File: src/rtl/ram_fifo_pkg.sv
// ram_fifo_pkg: shared constants and types for the RAM-backed FIFO controller.
//   RAM_DW / RAM_AW / RAM_DEPTH : geometry of the 8x4 single-port RAM
//   grant_t                     : kind of slot granted on the single RAM port
package ram_fifo_pkg;

  localparam int unsigned RAM_DW    = 4;
  localparam int unsigned RAM_AW    = 3;
  localparam int unsigned RAM_DEPTH = 8;

  typedef enum logic {
    GRANT_WRITE = 1'b0,
    GRANT_READ  = 1'b1
  } grant_t;

endpackage

File: src/rtl/ram_fifo_ctrl_if.sv
// ram_fifo_ctrl_if: producer/consumer handshakes, status and RAM pins of the
// FIFO controller.
//   slave  : controller view (drives in_ready, out_*, status, ram_we/di/addr)
//   master : environment view (drives in_valid/in_data, out_ready, ram_do)
interface ram_fifo_ctrl_if
  import ram_fifo_pkg::*;
#(
  parameter int unsigned DW = RAM_DW,
  parameter int unsigned AW = RAM_AW
);

  logic          in_valid;
  logic          in_ready;
  logic [DW-1:0] in_data;
  logic          out_valid;
  logic          out_ready;
  logic [DW-1:0] out_data;
  logic [AW:0]   count;
  logic          full;
  logic          empty;
  logic          ram_we;
  logic [DW-1:0] ram_di;
  logic [AW-1:0] ram_addr;
  logic [DW-1:0] ram_do;

  modport slave (
    input  in_valid, in_data, out_ready, ram_do,
    output in_ready, out_valid, out_data, count, full, empty,
           ram_we, ram_di, ram_addr
  );

  modport master (
    output in_valid, in_data, out_ready, ram_do,
    input  in_ready, out_valid, out_data, count, full, empty,
           ram_we, ram_di, ram_addr
  );

endinterface

File: src/rtl/ram_fifo_ctrl_wrap_ctr.sv
// wrap_ctr: AW-bit pointer that advances by one when inc is high and wraps
// naturally at 2**AW.
//   clk, rst : clock, asynchronous active-high reset (pointer clears to 0)
//   inc      : advance on this edge
//   ptr      : current pointer value
module wrap_ctr
  import ram_fifo_pkg::*;
#(
  parameter int unsigned AW = RAM_AW
) (
  input  logic          clk,
  input  logic          rst,
  input  logic          inc,
  output logic [AW-1:0] ptr
);

  logic [AW-1:0] ptr_q;
  logic [AW-1:0] ptr_d;

  always_comb begin
    ptr_d = ptr_q;
    if (inc) ptr_d = ptr_q + AW'(1);
  end

  always_ff @(posedge clk or posedge rst) begin
    if (rst) ptr_q <= '0;
    else     ptr_q <= ptr_d;
  end

  assign ptr = ptr_q;

endmodule

File: src/rtl/ram_fifo_ctrl.sv
// ram_fifo_ctrl: turns a single-port RAM into a FIFO. Each cycle the RAM port
// is a write slot, a read slot or idle; contended cycles alternate. The head
// entry is presented from a one-entry output register.
//   clk, rst : clock, asynchronous active-high reset
//   bus      : ram_fifo_ctrl_if.slave (in_*/out_* handshakes, count/full/empty,
//              ram_we/ram_di/ram_addr to the RAM, ram_do from the RAM)
// Optional feature: define RAM_FIFO_CTRL_BYPASS_EN to let a push into an
// empty queue load the output register directly (1-edge latency).
module ram_fifo_ctrl
  import ram_fifo_pkg::*;
#(
  parameter int unsigned DW = RAM_DW,
  parameter int unsigned AW = RAM_AW
) (
  input logic            clk,
  input logic            rst,
  ram_fifo_ctrl_if.slave bus
);

  localparam int unsigned CW    = AW + 1;
  localparam int unsigned DEPTH = 1 << AW;

  logic [AW-1:0] wr_ptr;
  logic [AW-1:0] rd_ptr;

  logic [CW-1:0] count_q, count_d;
  logic          out_valid_q, out_valid_d;
  logic [DW-1:0] out_data_q, out_data_d;
  grant_t        last_grant_q, last_grant_d;

  logic full, empty;
  logic wr_req, rd_req, byp;
  logic wr_gnt, rd_gnt;

  assign full  = (count_q == CW'(DEPTH));
  assign empty = (count_q == '0);

  // Request, bypass and slot arbitration; next-state for all registers.
  always_comb begin
    byp          = 1'b0;
    wr_gnt       = 1'b0;
    rd_gnt       = 1'b0;
    count_d      = count_q;
    out_valid_d  = out_valid_q;
    out_data_d   = out_data_q;
    last_grant_d = last_grant_q;

    wr_req = bus.in_valid && !full;
    rd_req = !empty && (!out_valid_q || bus.out_ready);
`ifdef RAM_FIFO_CTRL_BYPASS_EN
    byp = empty && (!out_valid_q || bus.out_ready) && bus.in_valid;
`endif

    // Bypass only fires when empty, so it never competes with a read.
    if (!byp) begin
      if (wr_req && rd_req) begin
        wr_gnt       = (last_grant_q == GRANT_READ);
        rd_gnt       = (last_grant_q == GRANT_WRITE);
        last_grant_d = (last_grant_q == GRANT_READ) ? GRANT_WRITE : GRANT_READ;
      end else begin
        wr_gnt = wr_req;
        rd_gnt = rd_req;
      end
    end

    if (wr_gnt)      count_d = count_q + CW'(1);
    else if (rd_gnt) count_d = count_q - CW'(1);

    if (rd_gnt) begin
      out_valid_d = 1'b1;
      out_data_d  = bus.ram_do;
    end else if (byp) begin
      out_valid_d = 1'b1;
      out_data_d  = bus.in_data;
    end else if (out_valid_q && bus.out_ready) begin
      out_valid_d = 1'b0;
    end
  end

  always_ff @(posedge clk or posedge rst) begin
    if (rst) begin
      count_q      <= '0;
      out_valid_q  <= 1'b0;
      out_data_q   <= '0;
      last_grant_q <= GRANT_READ;
    end else begin
      count_q      <= count_d;
      out_valid_q  <= out_valid_d;
      out_data_q   <= out_data_d;
      last_grant_q <= last_grant_d;
    end
  end

  wrap_ctr #(.AW(AW)) u_wr_ptr (.clk(clk), .rst(rst), .inc(wr_gnt), .ptr(wr_ptr));
  wrap_ctr #(.AW(AW)) u_rd_ptr (.clk(clk), .rst(rst), .inc(rd_gnt), .ptr(rd_ptr));

  // in_ready mirrors the write grant without looking at in_valid.
  assign bus.in_ready  = !full && (!rd_req || last_grant_q == GRANT_READ);
  assign bus.ram_we    = wr_gnt;
  assign bus.ram_di    = bus.in_data;
  assign bus.ram_addr  = wr_gnt ? wr_ptr : rd_ptr;
  assign bus.out_valid = out_valid_q;
  assign bus.out_data  = out_data_q;
  assign bus.count     = count_q;
  assign bus.full      = full;
  assign bus.empty     = empty;

endmodule

File: src/flat_wrapper.sv
// flat-port wrapper written by rule: the top's interface ports become plain ports
module ram_fifo_ctrl_flat import ram_fifo_pkg::*;
#(
  parameter int unsigned DW = RAM_DW,
  parameter int unsigned AW = RAM_AW
)
  (clk, rst, bus_in_valid, bus_in_data, bus_out_ready, bus_ram_do, bus_in_ready, bus_out_valid, bus_out_data, bus_count, bus_full, bus_empty, bus_ram_we, bus_ram_di, bus_ram_addr);
  ram_fifo_ctrl_if #(.DW(DW), .AW(AW)) bus_i ();
  input logic clk;
  input logic rst;
  input wire logic [$bits(bus_i.in_valid)-1:0] bus_in_valid;
  input wire logic [$bits(bus_i.in_data)-1:0] bus_in_data;
  input wire logic [$bits(bus_i.out_ready)-1:0] bus_out_ready;
  input wire logic [$bits(bus_i.ram_do)-1:0] bus_ram_do;
  output wire logic [$bits(bus_i.in_ready)-1:0] bus_in_ready;
  output wire logic [$bits(bus_i.out_valid)-1:0] bus_out_valid;
  output wire logic [$bits(bus_i.out_data)-1:0] bus_out_data;
  output wire logic [$bits(bus_i.count)-1:0] bus_count;
  output wire logic [$bits(bus_i.full)-1:0] bus_full;
  output wire logic [$bits(bus_i.empty)-1:0] bus_empty;
  output wire logic [$bits(bus_i.ram_we)-1:0] bus_ram_we;
  output wire logic [$bits(bus_i.ram_di)-1:0] bus_ram_di;
  output wire logic [$bits(bus_i.ram_addr)-1:0] bus_ram_addr;
  assign bus_i.in_valid = bus_in_valid;
  assign bus_i.in_data = bus_in_data;
  assign bus_i.out_ready = bus_out_ready;
  assign bus_i.ram_do = bus_ram_do;
  assign bus_in_ready = bus_i.in_ready;
  assign bus_out_valid = bus_i.out_valid;
  assign bus_out_data = bus_i.out_data;
  assign bus_count = bus_i.count;
  assign bus_full = bus_i.full;
  assign bus_empty = bus_i.empty;
  assign bus_ram_we = bus_i.ram_we;
  assign bus_ram_di = bus_i.ram_di;
  assign bus_ram_addr = bus_i.ram_addr;
  ram_fifo_ctrl #(.DW(DW), .AW(AW)) u_core (.clk(clk), .rst(rst), .bus(bus_i));
endmodule
File: config.mk
export PLATFORM = sky130hd
export DESIGN_NAME = ram_fifo_ctrl_flat
export DESIGN_NICKNAME = d
export VERILOG_FILES = /design/src/rtl/ram_fifo_pkg.sv /design/src/rtl/ram_fifo_ctrl_if.sv /design/src/rtl/ram_fifo_ctrl_wrap_ctr.sv /design/src/rtl/ram_fifo_ctrl.sv /design/src/flat_wrapper.sv
export SDC_FILE = /design/constraint.sdc
export NUM_CORES = 1
export LEC_CHECK = 0
export ABC_AREA = 1
export BUFFER_PORTS_ARGS = -buffer_cell sky130_fd_sc_hd__buf_2
export CAP_MARGIN = 20
export CELL_PAD_IN_SITES_DETAIL_PLACEMENT = 1
export CELL_PAD_IN_SITES_GLOBAL_PLACEMENT = 2
export CORE_MARGIN = 4
export CORE_UTILIZATION = 28
export CTS_BUF_LIST = sky130_fd_sc_hd__clkbuf_2
export DETAILED_ROUTE_END_ITERATION = 10
export GPL_TIMING_DRIVEN = 0
export PLACE_DENSITY_LB_ADDON = 0.08
export SYNTH_ARGS = -nofsm -noshare
export SYNTH_HDL_FRONTEND = slang
export SYNTH_HIERARCHICAL = 1
export SYNTH_SLANG_ARGS = --single-unit
File: constraint.sdc
create_clock -name clk -period 2.3 [get_ports clk]
set_input_delay 0.23 -clock clk [delete_from_list [all_inputs] [get_ports clk]]
set_output_delay 0.23 -clock clk [all_outputs]
set_load 0.05 [all_outputs]
## After elaboration in Yosys (flattened, before gate mapping)

Cells that the tools add are included.

- Register bits after elaboration: 16
- Bits of input ports: 12
- Output and inout port bits: 20
- Word-level logic and storage cells: 34

- $add $sub $neg: 4
- Equality and inequality tests: 1
- Muxes and demuxes: 8
- Bitwise operators: 1
- Reductions and logical operators: 14

Operator list:

| cell | count |
|---|---|
| 4-bit 2-to-1 mux | 2 |
| 3-bit by 1-bit adder with 3-bit output, second input constant | 2 |
| 1-bit logical AND | 5 |
| 1-bit 2-to-1 mux | 5 |
| 4-bit by 1-bit adder with 4-bit output, second input constant | 1 |
| 4-bit == test, second input constant | 1 |
| 1-bit logical NOT | 4 |
| 4-bit logical NOT | 1 |
| 2-bit nonzero test | 2 |
| 4-bit by 1-bit subtractor with 4-bit output, second input constant | 1 |
| 3-bit 2-to-1 mux | 1 |
| 1-bit logical OR | 2 |
| 1-bit inverter | 1 |

## Depth between registers and ports, before layout

Gate-level depths: netlist (run 1).

- Word-level depth: 7
- Gate-level depth with buffers: 12
- Mapped depth without buffers: 12

## Cells and area by module

The synthesis (run 1) kept the hierarchy.

Modules (own cells, without submodules):

| module | instances | cells each | area an instance (um^2) | sequential area each (um^2) |
|---|---|---|---|---|
| ram_fifo_ctrl | 1 | 88 | 659.4 | 251.5 |
| wrap_ctr | 2 | 15 | 136.4 | 75.1 |

## Least setup slack after synthesis (run 1)

No wires, ideal clock.

- Path type: flip-flop to output port
- From: reg u_core.count_q[3], in the netlist u_core/bus.count[3]
- To: out bus_ram_addr[0]
- Data arrival time: 2.092 ns
- Data required time: 2.070 ns
- Path slack: -0.022 ns
- Stages on the path, launching flop included: 8
- Path buffers: 0
- Cells stage by stage: dfrtp_1 -> inv_1 -> nor2_1 -> a21boi_4 -> nand2_4 -> clkinv_1 -> nand2_1 -> nand2_1

- Longest elaborated chain between the ends: 6
- Elaborated cells between the ends (all ways): 9
- Classes of those cells: eq/ne (1); mux (2); reduce/logical (6)

Ends and longest elaborated chain:

| item | RTL line | text |
|---|---|---|
| from (decl) | ram_fifo_ctrl.sv:26 | `logic [CW-1:0] count_q, count_d;` |
| from (signal assigned) | ram_fifo_ctrl.sv:87 | `count_q <= count_d;` |
| 4-bit == test / 4-bit logical NOT (equally long branches) | ram_fifo_ctrl.sv:35, ram_fifo_ctrl.sv:36 |  |
| 1-bit logical NOT (on tied branches) | ram_fifo_ctrl.sv:48, ram_fifo_ctrl.sv:49 |  |
| 1-bit logical AND (on tied branches) | ram_fifo_ctrl.sv:48, ram_fifo_ctrl.sv:49 |  |
| 1-bit logical AND | ram_fifo_ctrl.sv:56 | `if (wr_req && rd_req) begin` |
| 1-bit 2-to-1 mux * | ram_fifo_ctrl.sv:56 |  |
| via bus_ram_we | flat_wrapper.sv:21 | `output wire logic [$bits(bus_i.ram_we)-1:0] bus_ram_we;` |
| 3-bit 2-to-1 mux * | ram_fifo_ctrl.sv:101 | `assign bus.ram_addr = wr_gnt ? wr_ptr : rd_ptr;` |
| to (decl) | flat_wrapper.sv:23 | `output wire logic [$bits(bus_i.ram_addr)-1:0] bus_ram_addr;` |

The timed path passes the listed nets; every way through them passes the cells marked *.

## Worst setup path after layout (run 1)

- From: reg u_core.count_q[0], in the netlist u_core/bus.count[0]
- To: out bus_ram_addr[0]

- Longest elaborated chain between the ends: 6
- Elaborated cells between the ends (all ways): 9
- Classes of those cells: eq/ne (1); mux (2); reduce/logical (6)

Ends and longest elaborated chain:

| item | RTL line |
|---|---|
| 4-bit == test / 4-bit logical NOT (equally long branches) | ram_fifo_ctrl.sv:35, ram_fifo_ctrl.sv:36 |
| 1-bit logical NOT (on tied branches) | ram_fifo_ctrl.sv:48, ram_fifo_ctrl.sv:49 |
| 1-bit logical AND (on tied branches) | ram_fifo_ctrl.sv:48, ram_fifo_ctrl.sv:49 |
| 1-bit logical AND | ram_fifo_ctrl.sv:56 |
| 1-bit 2-to-1 mux * | ram_fifo_ctrl.sv:56 |
| 3-bit 2-to-1 mux * | ram_fifo_ctrl.sv:101 |

Every way passes the cells marked *; elsewhere a longest branch is shown, timed or not.

==> results of run 1 <==
==> state kept, by name, summed over array words and instances (netlist names) <==
name                  cells
u_core/bus.out_data       4
u_core/last_grant_q       1
u_core/u_rd_ptr/ptr       3
u_core/bus.out_valid      1
u_core/bus.count          4
u_core/u_wr_ptr/ptr       3
==> logic make-up after synthesis <==
group                    Yosys count
adder cells (fa/ha/maj)            3
buffers and inverters             25
AO/OA/AOI/OAI                      9
AND/OR/NAND/NOR                   62
flip-flops                        16
XOR/XNOR                           3
==> worst min-delay path by stage <==
stage | startpoint | endpoint
2_1_floorplan | rst | u_core/u_rd_ptr/ptr[0]
3_3_place_gp | rst | u_core/u_rd_ptr/ptr[0]
3_5_place_dp | rst | u_core/u_rd_ptr/ptr[1]
4_1_cts | bus_ram_do[3] | u_core/bus.out_data[3]
5_1_grt | bus_ram_do[2] | u_core/bus.out_data[2]
6_report | bus_ram_do[2] | u_core/bus.out_data[2]
==> per-stage QoR <==
stage          std cells  util (%)  hold WS, ns  worst slack, ns  instance area (um^2)
2_1_floorplan        118         -     -0.01636           0.2533                 933.4
3_3_place_gp         189     35.92       0.1228           0.5403                  1124
3_5_place_dp         189     35.92       0.1265           0.5216                  1124
4_1_cts              194     36.84      0.09612           0.1924                  1152
5_1_grt              194     36.84      0.08782          0.06923                  1152
6_report             194     36.84       0.1118           0.2435                  1152
==> worst max-delay path: stages, from the launching register on <==
cell                       delay, ns
sky130_fd_sc_hd__dfrtp_1        0.51
sky130_fd_sc_hd__nor2_4         0.20
sky130_fd_sc_hd__nand2_2        0.10
sky130_fd_sc_hd__nand3_4        0.10
sky130_fd_sc_hd__nand2_4        0.10
sky130_fd_sc_hd__clkinv_2       0.14
sky130_fd_sc_hd__nand2_1        0.07
sky130_fd_sc_hd__nand2_1        0.05
sky130_fd_sc_hd__buf_2          0.25
==> cells in the final DEF, fill, tap and decap left out <==
master	instances
sky130_fd_sc_hd__buf_2	27
sky130_fd_sc_hd__inv_2	1
sky130_fd_sc_hd__inv_1	19
sky130_fd_sc_hd__nand3_4	1
sky130_fd_sc_hd__nand3_2	1
sky130_fd_sc_hd__nand3_1	7
sky130_fd_sc_hd__dfstp_2	1
sky130_fd_sc_hd__ha_1	3
sky130_fd_sc_hd__xor2_1	3
sky130_fd_sc_hd__dlygate4sd3_1	1
sky130_fd_sc_hd__nand2_1	42
sky130_fd_sc_hd__clkinv_1	1
sky130_fd_sc_hd__o21ai_0	4
sky130_fd_sc_hd__nand2_4	1
sky130_fd_sc_hd__nand4_1	1
sky130_fd_sc_hd__o21ai_2	1
sky130_fd_sc_hd__o21ai_1	1
sky130_fd_sc_hd__dfrtp_1	15
sky130_fd_sc_hd__nor2_4	1
sky130_fd_sc_hd__clkbuf_2	3
sky130_fd_sc_hd__or2_1	1
sky130_fd_sc_hd__clkinv_2	1
sky130_fd_sc_hd__a21oi_2	1
sky130_fd_sc_hd__a21boi_4	1
sky130_fd_sc_hd__nand2_2	4
sky130_fd_sc_hd__nor2_1	3
sky130_fd_sc_hd__buf_4	4
sky130_fd_sc_hd__a21oi_1	1
==> cell type report <==
cell class | count | area [um^2]
plain buffers | 4 | 30.03
repair buffers | 28 | 145.1
flip-flops and latches | 16 | 401.6
multi-input cells | 77 | 421.7
clock inverters | 1 | 3.754
well taps | 44 | 55.05
inverters | 21 | 80.08
clock buffers | 3 | 15.01
fillers | 414 | 1976
==> layer usage <==
layer | track usage, % | wire (um) | vias to the layer above
met5 | 0 | 0 | -
met4 | 3.109 | 10 | 0
met3 | 3.590 | 125 | 2
met2 | 17.52 | 1054 | 23
met1 | 14.81 | 1033 | 406
li1 | - | - | 418
==> results.md, run 1 <==
- The worst pin sits at a relative slew slack of a little under three quarters.
- The area growth from synthesis to final layout is 23.62%.
- The first routing iteration left 17 violations.
- The floorplan step set the die height to 65.70 um.
- After Yosys synthesis, and, or, nand and nor cells account for a little under a third of the synthesized area.
- In this run the tool buffered the top-level ports with 27 buffer cells.
- The tree is rooted in a sky130_fd_sc_hd__clkbuf_2.
- The routed design has around 2200 um of wire.
- The initialized floorplan defines 20 standard-cell rows.
- The count of flip-flops with a built-in enable after synthesis is 0.
- The weighted congestion at the end of routability-driven global placement is roughly 0.74.
- The length of the first detailed-routing pass in iterations is 4.
- The share of synthesized area in the top cell type comes to roughly two fifths.
- The remaining design rule violation count is 0.
- The final critical-path required period is slightly above 2 ns.
- The starting utilization of the core area is between 20 and 30%.
- The number of clock buffers added by TritonCTS is 3.
- The number of placed I/O pins is 32.
- For this run, the register share of the synthesized area comes to a little over two fifths.
- The start-to-end type of the worst setup path is flip-flop to output port.
- The number of buffers added to fix hold violations after cts is 1.
- Following the worst setup path forward leads to its endpoint at bus_ram_addr[0].
- The post-synthesis xor/xnor area fraction is 2.819%.
- The flow ran to the end, and the final reports show no timing, DRC or antenna violations.
- Setup repair after global routing left no endpoint under its margin.
- The aggregate global routing overflow is 0.
- After detailed routing, the average wire length per cell comes to 11.46 um.
- The arrival time at the worst endpoint is between 1.5 and 2 ns.
- The most critical setup path has its startpoint at u_core/bus.count[0].
- The initial antenna violation count was 0.
- The number of max-slew violations in the final report is 0.
- Measured against the total synthesized area, the mux share comes to 0%.
- For this run, the post-layout net count is 166.
- The first-pass GRT wire length is approximately 3700 um.
- The clock drives 16 sinks.
- The worst setup path is launched from a flip-flop.
- The endpoint identified for the worst register-to-register timing path is u_core/bus.count[2].
- The required time of the critical path is approximately 2.1 ns.
- The reg-to-reg startpoint is u_core/bus.count[0].
- In the final timing run, aggregate negative setup slack is 0 ns.
- The core area is between 3000 and 4000 um^2.
- Once the clock tree was built, the resizer swapped 0 gates to a different size.
- The most common cell in the synthesized netlist is sky130_fd_sc_hd__nand2_1.
- The number of library cell types mapped by synthesis is 24.
- The transition time at the pin with the least slew margin is 0.4309 ns.
- The total of endpoints with negative setup slack in the final report is 0.
- The detailed router placed between 800 and 900 vias in this run.
- For this run, the number of Yosys warnings is 6.
- The number of vias per cell is approximately 4.4.
- The detail route stage leaves a number of antenna-violating nets equal to 0.
- The area enclosed by the die boundary is about 4300 um^2.
- The logic depth of the worst register-to-register path is 12.
- By area the synthesized netlist is led by sky130_fd_sc_hd__dfrtp_1, sky130_fd_sc_hd__nand2_1, sky130_fd_sc_hd__inv_1.
- The sort of element at the end of the critical path is an output port.
- After clock tree synthesis, the setup repair step added 0 buffers.
- The detailed-placement wirelength estimate is ~1800 um.
- The floorplan die width is approximately 66 um.
- The cell area that synthesis handed to floorplanning was a little over 900 um^2.
- The number of global-route vias before repair was 826.
- The per-instance average area after synthesis is 7.900 um^2.
- The most used flip-flop cell after synthesis is sky130_fd_sc_hd__dfrtp_1.
- The largest fanout on the critical path is 10.
- After layout, the worst path uses between 80 and 90% of the clock period.
- The synthesized-area fraction occupied by ao, oa, aoi and oai cells is 7.114%.
- The dominant combinational cell family by area after synthesis is simple AND/OR/NAND/NOR gates.
- In the synthesized netlist the async set-or-reset flop fraction comes to 100.0%.
- The fraction of layout instances using a drive strength above 1 is between 30% and 40%.
- The highest achievable clock rate is around 490 MHz.
- The post-synthesis share of cell area spent on full adders, half adders and majority gates is under 10%.
- The classification of the worst-slack hold path is input pin to flip-flop.
- The maximum level of the CTS H-tree is 1.
- The antenna diode count is 0.
- The worst hold path passes through 3 cells.
- TritonCTS built the clock tree.
- The clock transition at the registers of the reported paths is between 0.15 and 0.2 ns.
- Clock latency on the worst-skew pair, taken at its later pin, is 0.30 ns.
- The reg-to-reg setup timing slack is about 0.5 ns.
- By count the netlist is led by sky130_fd_sc_hd__nand2_1, sky130_fd_sc_hd__inv_1, sky130_fd_sc_hd__dfrtp_1, sky130_fd_sc_hd__nand3_1.
- Synthesis inferred 16 register bits.
- The total global-route track usage is between 10% and 20%.
- The tool flagged a number of max-cap violations equal to 0.
- The largest area contributor in the netlist is sky130_fd_sc_hd__dfrtp_1.
- The final hold violation count is 0.
- The clock arrives with around 0.012 ns of skew.
- The maximum buffer depth of the clock tree is 2.
- Synthesis produced a netlist with a net count of approximately 130.
- Entering global routing, the biggest net connects 11 pins.
- The cell count after synthesis is ~120.
Power of run 1 is left out: the tool's default activity adds up to more than one toggle a clock period on the data nets, which glitch-free logic cannot reach.
==> inputs of run 2 (changes only) <==
CORE_UTILIZATION = 27   (was 28)
CTS_BUF_LIST = default   (was sky130_fd_sc_hd__clkbuf_2)
==> run 2 against run 1 <==
  * Critical path depth is the same
  * Clock skew shrank 0.011 ns
  * Via count shrank 3.4%
  * Flip-flop and latch count is the same
  * Wire length shrank 0.49%
==> results.md, run 2 (synthesized netlist as in run 1, its figures left out) <==
- The transition time at the pin with the least slew margin is between 0.4 and 0.5 ns.
- The die covers around 4500 um^2.
- The maximum level of the CTS H-tree is 1.
- The floorplan has 21 rows.
- The detailed-route via count is between 800 and 900.
- The cell with the largest stage delay on the worst path is sky130_fd_sc_hd__dfrtp_1.
- The library cell used most frequently in the layout, excluding fill and tap cells, is sky130_fd_sc_hd__nand2_1.
- Summing all non-filler instances in the final layout gives an area of between 1000 and 1500 um^2.
- Detailed placement finished with a half-perimeter wire length of 1776 um.
- The clock passes through at most 2 buffers.
- Together, buffers and inverters on the worst path number 2.
- The dominant delay contributor by cell family on the critical path is simple AND/OR/NAND/NOR gates.
- The number of port buffers is 27.
- For this run, the post-layout net count is around 170.
- After clock tree synthesis, the clock-pin slew on the worst setup and hold paths is 0.10 ns.
- The met3 usage in global routing is ~3.7%.
- The core area is about 3300 um^2.
- The starting utilization of the core area is between 20% and 30%.
- Summed over all layers, the routed wires come to 2212 um.
- The insertion delay to the later sink of the worst-skew pair is 0.29 ns.
- Global routing consumed, on the met1 layer, between 10% and 20% of the routing resources.
- The final routed wire length divided by cell count is 11.29 um.
- The headroom to the max-slew limit is a little over two thirds.
- The first global-routing pass estimated 4029 um of wire.
- The final critical path takes up 88.54% of the cycle.
- The worst setup path is captured at an output port.
- The number of max-slew violations in the final report was 0.
- Setup total negative slack on the finished layout was measured at 0 ns.
- The count of max-cap constraint violations is 0.
- The initial antenna violation count came to 0.
- For the worst setup path, the data arrival time is ~1.8 ns.
- The required time of the critical path is just over 2 ns.
- Compared with the post-synthesis result, the final layout area differs by 25.77%.
- Of the cells placed in the final design, the portion with a size suffix greater than 1 is about a third.
- Summed over all layers, the global routing overflow is 0.
- The weighted congestion at the end of routability-driven global placement is roughly 0.67.
- Global routing used 11.82% of the available tracks.
- The met2 track demand over resource in global routing is 20.05%.
- The violation count after the first detailed-route iteration is 12.
- The number of vias per cell is approximately 4.2.
- The classification of the worst-slack hold path is input pin to flip-flop.
- The pin count of the biggest net entering global routing is 11.
- The final critical-path required period is approximately 2 ns.
- The length of the first detailed-routing pass in iterations is 3.
- TritonCTS built the clock tree.
- The busiest layer in global routing is met2.
- The area of placed instances is between 1000 and 1500 um^2.
- Once detail routing completed, the nets flagged for antenna violations numbered 0.
- The number of buffers created by CTS is 3.
- The flow ran to the end, and the final reports show no timing, DRC or antenna violations.
- On the final layout, the worst clock skew is 0.001134 ns.
- The delay of the slowest critical-path stage is a little under 0.5 ns.
- The number of global-route vias before repair is 900.
- After clock tree synthesis, the setup repair step added 0 buffers.
- In this run the clock root is driven by a sky130_fd_sc_hd__clkbuf_4.
- The die is about 67 um tall.
- The highest achievable clock rate is 491.0 MHz.
- During I/O placement, the number of pins put on the boundary was 32.
- The signal on the critical path passes through nor2_4, nand2_2, nand3_4, nand2_4, clkinv_2, nand2_1, nand2_1, buf_2.
- The final hold violation count came to 0.
- STA classifies the critical path startpoint as a flip-flop.
- The floorplan die width is approximately 67 um.
- The number of sinks driven by the clock tree is 16.
- The most frequent cell on the critical path is sky130_fd_sc_hd__nand2_1.
- In this run the worst path has a maximum fanout of 10.
- Setup repair after global routing left no endpoint under its margin.
- In the layout the commonest cells are sky130_fd_sc_hd__nand2_1, sky130_fd_sc_hd__buf_2, sky130_fd_sc_hd__inv_1, sky130_fd_sc_hd__dfrtp_1, sky130_fd_sc_hd__nand3_1.
- Setup violations remaining at the end of the flow were counted as 0.
- By startpoint and endpoint, the worst setup path is classified as flip-flop to output port.
- For this run, design rule violations remaining after detail routing come to 0.
- The antenna diode count is 0.
[run 2: cell count changes in the layout (fill, tap and decap cells not counted)]
| cell | before | now |
|---|---|---|
| sky130_fd_sc_hd__clkbuf_8 | 0 | 1 |
| sky130_fd_sc_hd__clkbuf_2 | 3 | 0 |
| sky130_fd_sc_hd__clkbuf_4 | 0 | 3 |
| sky130_fd_sc_hd__clkinv_1 | 1 | 0 |
[run 2: final cells by class]
cell class	count	area, um^2
fillers	446	2165
flip-flops and latches	16	401.6
well taps	46	57.56
inverters	21	80.08
clock buffers	4	36.28
repair buffers	28	145.1
multi-input cells	77	421.7
plain buffers	4	30.03
[run 2: stage by stage]
stage / util (%) / cells / worst slack, ns / hold slack, ns
CTS: 35.13 / 196 / 0.2135 / 0.1117
finish: 35.13 / 196 / 0.2635 / 0.1259
detailed placement: 33.75 / 191 / 0.5100 / 0.1275
global route: 35.13 / 196 / 0.09620 / 0.1251
global placement: 33.75 / 191 / 0.5356 / 0.1290
floorplan: - / 118 / 0.2533 / -0.01636
[run 2: final timing paths]
check	startpoint	end	slack [ns]	depth (start not counted)
max	u_core/bus.count[0]	bus_ram_addr[1]	0.26	8
min	bus_ram_do[0]	u_core/bus.out_data[0]	0.13	3
max reg2reg	u_core/bus.count[0]	u_core/bus.count[2]	0.51	12
min reg2reg	u_core/bus.out_data[2]	u_core/bus.out_data[2]	0.49	2
max in group asynchronous	rst	u_core/last_grant_q	1.47	3
min in group asynchronous	rst	u_core/u_rd_ptr/ptr[0]	0.35	3
[run 2: what timing repair did]
item | in CTS | in global routing
resized for setup | 0 | 0
hold buffers | 1 | 0
hold endpoints to repair | 15 | 0
[run 2: per-layer routing]
metal | wire length [um] | vias up
met4 | 9 | 0
met5 | 0 | -
met2 | 1067 | 21
met3 | 132 | 2
li1 | - | 421
met1 | 1002 | 376
[run 2: worst min-delay path, stage by stage]
cell and delay, ns:
sky130_fd_sc_hd__buf_2 0.07, sky130_fd_sc_hd__nand2_1 0.04, sky130_fd_sc_hd__nand2_1 0.04
Power of run 2 is left out for the same reason.
